## config.mk

```make
export PLATFORM = sky130hd
export DESIGN_NAME = pipelined_rca
export DESIGN_NICKNAME = d
export VERILOG_FILES = /design/src/rtl/pipelined_rca_pkg.sv /design/src/rtl/pipelined_rca_slice.sv /design/src/rtl/pipelined_rca.sv
export SDC_FILE = /design/constraint.sdc
export NUM_CORES = 1
export LEC_CHECK = 0
export BUFFER_PORTS_ARGS = -buffer_cell sky130_fd_sc_hd__buf_2
export CAP_MARGIN = 20
export CORE_MARGIN = 3
export CORE_UTILIZATION = 55
export CTS_CLUSTER_DIAMETER = 40
export DETAILED_ROUTE_END_ITERATION = 16
export MAX_ROUTING_LAYER = met4
export PLACE_DENSITY = 0.86
export SLEW_MARGIN = 40
export SYNTH_ARGS = -nofsm -noshare
export SYNTH_HDL_FRONTEND = slang
export SYNTH_SLANG_ARGS = --single-unit
```

## constraint.sdc

```tcl
create_clock -name clk -period 4.85 [get_ports clk]
set_clock_uncertainty 0.1 [all_clocks]
set_input_delay 0.7275 -clock clk [delete_from_list [all_inputs] [get_ports clk]]
set_output_delay 0.7275 -clock clk [all_outputs]
set_load 0.01 [all_outputs]
```

## src/rtl/pipelined_rca_pkg.sv

```systemverilog
`default_nettype none
// ============================================================================
//  Module      : pipelined_rca_pkg
//  Description : Shared constants for the pipelined ripple-carry adder:
//                default geometry, derived stage count and the sub-mode
//                encoding.
//  Revision    : 1.0 - initial release
// ============================================================================
package pipelined_rca_pkg;

    localparam int DEF_WIDTH = 32;
    localparam int DEF_SLICE = 8;
    localparam int STAGES    = DEF_WIDTH / DEF_SLICE;

    // Operation select encoding on the sub input
    localparam logic MODE_ADD = 1'b0;
    localparam logic MODE_SUB = 1'b1;

    // Stage count, clamped to at least one so that array declarations stay
    // legal long enough for the parameter check to report a bad geometry.
    function automatic int calc_stages(input int width, input int slice);
        int n;
        n = (slice > 0) ? (width / slice) : 1;
        return (n < 1) ? 1 : n;
    endfunction

endpackage
`default_nettype wire

```

## src/rtl/pipelined_rca_slice.sv

```systemverilog
`default_nettype none
// ============================================================================
//  Module      : full_adder / rca_slice
//  Description : One-bit full adder and a W-bit combinational ripple adder
//                built from it. c_msb_in exposes the carry entering the top
//                bit so the caller can form signed overflow.
//  Revision    : 1.0 - initial release
// ============================================================================
module full_adder (
    input  logic i_a,
    input  logic i_b,
    input  logic i_ci,
    output logic o_s,
    output logic o_co
);
    assign o_s  = i_a ^ i_b ^ i_ci;
    assign o_co = (i_a & i_b) | (i_ci & (i_a ^ i_b));
endmodule

module rca_slice
    import pipelined_rca_pkg::*;
#(
    parameter int W = DEF_SLICE
) (
    input  logic [W-1:0] a,
    input  logic [W-1:0] b,
    input  logic         ci,
    output logic [W-1:0] s,
    output logic         co,
    output logic         c_msb_in
);
    // w_c[i] is the carry entering bit i
    logic [W:0] w_c;

    assign w_c[0] = ci;

    for (genvar i = 0; i < W; i++) begin : g_bit
        full_adder u_fa (
            .i_a  (a[i]),
            .i_b  (b[i]),
            .i_ci (w_c[i]),
            .o_s  (s[i]),
            .o_co (w_c[i+1])
        );
    end

    assign co       = w_c[W];
    assign c_msb_in = w_c[W-1];
endmodule
`default_nettype wire

```

## src/rtl/pipelined_rca.sv

```systemverilog
`default_nettype none
// ============================================================================
//  Module      : pipelined_rca
//  Description : Parametrised pipelined ripple-carry adder/subtractor. One
//                SLICE-bit slice is added per stage with the carry registered
//                between stages. Valid/ready on both sides, global stall on
//                backpressure.
//  Revision    : 1.0 - initial release
// ============================================================================
module pipelined_rca
    import pipelined_rca_pkg::*;
#(
    parameter int WIDTH = DEF_WIDTH,
    parameter int SLICE = DEF_SLICE
) (
    input  logic             clk,
    input  logic             rst_n,
    input  logic             in_valid,
    output logic             in_ready,
    input  logic [WIDTH-1:0] in1,
    input  logic [WIDTH-1:0] in2,
    input  logic             cin,
    input  logic             sub,
    output logic             out_valid,
    input  logic             out_ready,
    output logic [WIDTH-1:0] sum,
    output logic             cout,
    output logic             ovf
);
    localparam int N_STG = calc_stages(WIDTH, SLICE);

    // Reject geometries that cannot be split into whole slices
    if ((SLICE < 1) || (SLICE > WIDTH) || ((WIDTH % SLICE) != 0) || (N_STG > 16)) begin : g_bad_params
        $error("pipelined_rca: WIDTH must be a multiple of SLICE, SLICE <= WIDTH, and WIDTH/SLICE <= 16");
    end

    logic             w_adv;
    logic [WIDTH-1:0] w_b_eff;
    logic             w_c0;

    // Per-stage pipeline registers
    logic             r_valid [N_STG];
    logic             r_carry [N_STG];
    logic [WIDTH-1:0] r_psum  [N_STG];
    logic [WIDTH-1:0] r_a     [N_STG];
    logic [WIDTH-1:0] r_b     [N_STG];
    logic             r_ovf;

    // Per-stage slice adder connections
    logic [SLICE-1:0] w_sa [N_STG];
    logic [SLICE-1:0] w_sb [N_STG];
    logic [SLICE-1:0] w_s  [N_STG];
    logic             w_ci [N_STG];
    logic             w_co [N_STG];
    logic             w_cm [N_STG];

    // The whole pipe moves together whenever the output slot is free or drained
    assign w_adv    = ~r_valid[N_STG-1] | out_ready;
    assign in_ready = w_adv;

    // Subtraction is A + ~B + 1; cin is ignored in that mode
    assign w_b_eff = (sub == MODE_SUB) ? ~in2 : in2;
    assign w_c0    = (sub == MODE_SUB) ? 1'b1 : cin;

    for (genvar k = 0; k < N_STG; k++) begin : g_stage
        rca_slice #(
            .W (SLICE)
        ) u_slice (
            .a        (w_sa[k]),
            .b        (w_sb[k]),
            .ci       (w_ci[k]),
            .s        (w_s[k]),
            .co       (w_co[k]),
            .c_msb_in (w_cm[k])
        );

        if (k == 0) begin : g_first
            assign w_sa[k] = in1[SLICE-1:0];
            assign w_sb[k] = w_b_eff[SLICE-1:0];
            assign w_ci[k] = w_c0;

            // Stage 0: capture slice 0 result and the operands still to be added
            always_ff @(posedge clk or negedge rst_n) begin
                if (!rst_n) begin
                    r_valid[k] <= 1'b0;
                    r_carry[k] <= 1'b0;
                    r_psum[k]  <= '0;
                    r_a[k]     <= '0;
                    r_b[k]     <= '0;
                end else if (w_adv) begin
                    r_valid[k] <= in_valid;
                    r_carry[k] <= w_co[k];
                    r_psum[k]  <= WIDTH'(w_s[k]);
                    r_a[k]     <= in1;
                    r_b[k]     <= w_b_eff;
                end
            end
        end else begin : g_next
            assign w_sa[k] = r_a[k-1][k*SLICE +: SLICE];
            assign w_sb[k] = r_b[k-1][k*SLICE +: SLICE];
            assign w_ci[k] = r_carry[k-1];

            // Stage k: add slice k with the carry from stage k-1 and append it
            always_ff @(posedge clk or negedge rst_n) begin
                if (!rst_n) begin
                    r_valid[k] <= 1'b0;
                    r_carry[k] <= 1'b0;
                    r_psum[k]  <= '0;
                    r_a[k]     <= '0;
                    r_b[k]     <= '0;
                end else if (w_adv) begin
                    r_valid[k] <= r_valid[k-1];
                    r_carry[k] <= w_co[k];
                    // Bits above slice k-1 are still zero in the partial sum
                    r_psum[k]  <= r_psum[k-1] | (WIDTH'(w_s[k]) << (k * SLICE));
                    r_a[k]     <= r_a[k-1];
                    r_b[k]     <= r_b[k-1];
                end
            end
        end
    end

    // Signed overflow comes from the MSB slice as it enters the output register
    always_ff @(posedge clk or negedge rst_n) begin
        if (!rst_n) begin
            r_ovf <= 1'b0;
        end else if (w_adv) begin
            r_ovf <= w_cm[N_STG-1] ^ w_co[N_STG-1];
        end
    end

    assign out_valid = r_valid[N_STG-1];
    assign sum       = r_psum[N_STG-1];
    assign cout      = r_carry[N_STG-1];
    assign ovf       = r_ovf;

endmodule
`default_nettype wire
```

==> results.ini <==
[route]
wl_mm = 14.7
vias_per_cell = 5.11
dr.pass1.iters = 4
drc = 0
dr.first_iter.drc_count = 233
wl_per_cell_um = 17.5
vias = 4289
ant_nets = 0

[timing]
max_freq_mhz = 227
finalCriticalPeriod_ns = 4.41
finalHoldViolations = 0
tns_ns = 0
rsz0062_at_grt = no
setup-violations-final = 0
drv_slew = 0
relSlewSlack = 0.619
tightest_slew_ns = 0.571
min_period_over_period = 0.909
hold_ws_ns = 0.0692

[synthesis]
syn_inst = 540
ys_top_cells_by_area = dfrtp_1 (53%), mux2_4 (21%), fa_1 (7.3%), mux2_2 (5.9%), buf_4 (2.8%)
yosysTopAreaCellShare = 0.531
yosys.area.top_type = dfrtp_1
yosysUniqueCellTypes = 17
ys.warnings.count = 0
ys_ff_latch = 185
synth_area_um2 = 8730
synth-seq-area-share = 0.531
synth_nets = 642
syn_avg_cell_area_um2 = 16.2

[floorplanning]
num_rows = 45
die_area_um2 = 17400
die_y_um = 132
pin_count = 106
die_x_um = 132
initial_core_util = 0.568
coreArea_um2 = 15400

[global_routing]
grtUsageTotal = 0.186
grt_max_degree = 115
first_global_vias = 4849
grt_pass1_wl_mm = 25.0
grt_overflow = 0
grt_antenna_before_repair = 1

[power]
p_leak_nw = 4.72
seqPwrFrac = 0.412
p_switching_mw = 1.95
p_clk_frac = 0.221
switching_share = 0.300
vdd_drop_max_uv = 293
power.internal_mw = 4.55
comb_power_share = 0.368
p_per_area_nw_per_um2 = 665

[finish]
nNetsFinal = 716
num-fill-cells = 1091
multi_input_area_um2 = 3490
final_common_cell = dfrtp_1
ff_latch_area_um2 = 4630
final_cell_mix = dfrtp_1 (185), mux2_4 (120), buf_2 (104)
drive_above_1_share = 0.499
syn2layout_area_growth_pct = 12.1

[clock_network]
htree_levels = 4
cts_buffers = 17
cts_max_path_buffers = 2
cts_root_buf = clkbuf_16
cts_tree = done
post_cts_buffers = 0
post_cts_resized = 0
path_clk_slew_ns = 0.07
numClockSinks = 185
cts_hold_buf = 0
clk_latency_ns = 0.43

[placed_design]
dp_hpwl_mm = 9.89
gp_congestion = 0.800
buffer_ports.inserted = 105

[critical_path]
endpoint_kind = flip-flop
required_ns = 5.06
critPathArrivalTime_ns = 4.62
path_max_fanout = 3
crit_type = in2reg
startpoint_type = input pin

[min_path]
hold_class = in2async

[outcome]
status = finished clean

[run]
cap_violations = 0

per-layer routing:
layer	share of wire	global-route usage
met4	0.019	0.0671
met5	0	-
met2	0.52	0.304
met3	0.034	0.0447
met1	0.43	0.229
cells in the mapped netlist:
master      n
a21oi_1    15
nor3b_1    15
inv_1      29
xnor2_1    10
clkbuf_1    2
buf_4      33
mux2i_1     3
nor2_1      1
fa_1       32
dfrtp_1   185
nand2b_1    2
buf_6       3
mux2_2     46
mux2_4    120
buf_2      10
xor2_1     23
buf_8      11
state kept, by name, indices dropped and copies added (netlist names):
name / cells
r_b: 48
sum: 32
r_valid: 3
r_a: 48
ovf: 1
r_psum: 48
out_valid: 1
r_carry: 3
cout: 1
cell families after synthesis:
kind of cell               Yosys count  share of synthesized area
AOI/OAI and AO/OA                   15                    0.00860
xor gates and xnor gates            33                     0.0331
adders and majority gates           32                     0.0734
buffers and inverters               88                     0.0703
DFF                                185                      0.531
muxes                              169                      0.269
and+or+nand+nor                     18                     0.0148
final timing paths:
kind                            start           to  slack (ns)  cells after the start
max                               sub  r_psum[103]        0.44                     12
min                             rst_n      sum[19]        0.07                      1
max reg2reg                   r_a[56]          ovf        0.49                     13
min reg2reg                r_valid[1]    out_valid        0.38                      1
max in group asynchronous       rst_n     r_a[107]        3.35                      3
min in group clk           r_valid[1]    out_valid        0.38                      1
worst max-delay path, cell delays in order:
cell and delay (ns):
buf_2 0.16, xnor2_1 0.17, fa_1 0.44, fa_1 0.40, fa_1 0.38, fa_1 0.40
fa_1 0.40, fa_1 0.41, fa_1 0.37, inv_1 0.07, fa_1 0.41, mux2_4 0.27
final cells by class:
class,count,area share
Antenna cell,1,0.000256
Clock buffer,19,0.0463
Clock inverter,13,0.0173
Inverter,29,0.0111
Multi-Input combinational cell,267,0.357
Sequential cell,185,0.473
Tap cell,211,0.0270
Timing Repair Buffer,114,0.0676
through the flow:
stage / instances / cell area (um^2) / power (mW) / setup WS [ns] / util
after floorplan: 540 / 8730 / 4.68 / 0.00872 / -
after global placement: 804 / 9100 / 4.95 / 0.125 / 0.592
after detailed placement: 805 / 9130 / 5.12 / -0.00464 / 0.594
after CTS: 837 / 9750 / 6.59 / 0.429 / 0.634
after global routing: 839 / 9780 / 6.95 / 0.282 / 0.636
final: 839 / 9780 / 6.50 / 0.439 / 0.636
power by group through the flow:
stage	sequential, mW	clock [mW]	combinational [mW]
global placement	2.65	0	2.30
finish	2.68	1.44	2.39
CTS	2.68	1.47	2.43
detailed placement	2.70	0	2.42
global route	2.77	1.53	2.64
floorplan	2.56	0	2.12
Power figures use the tool's default switching activity.
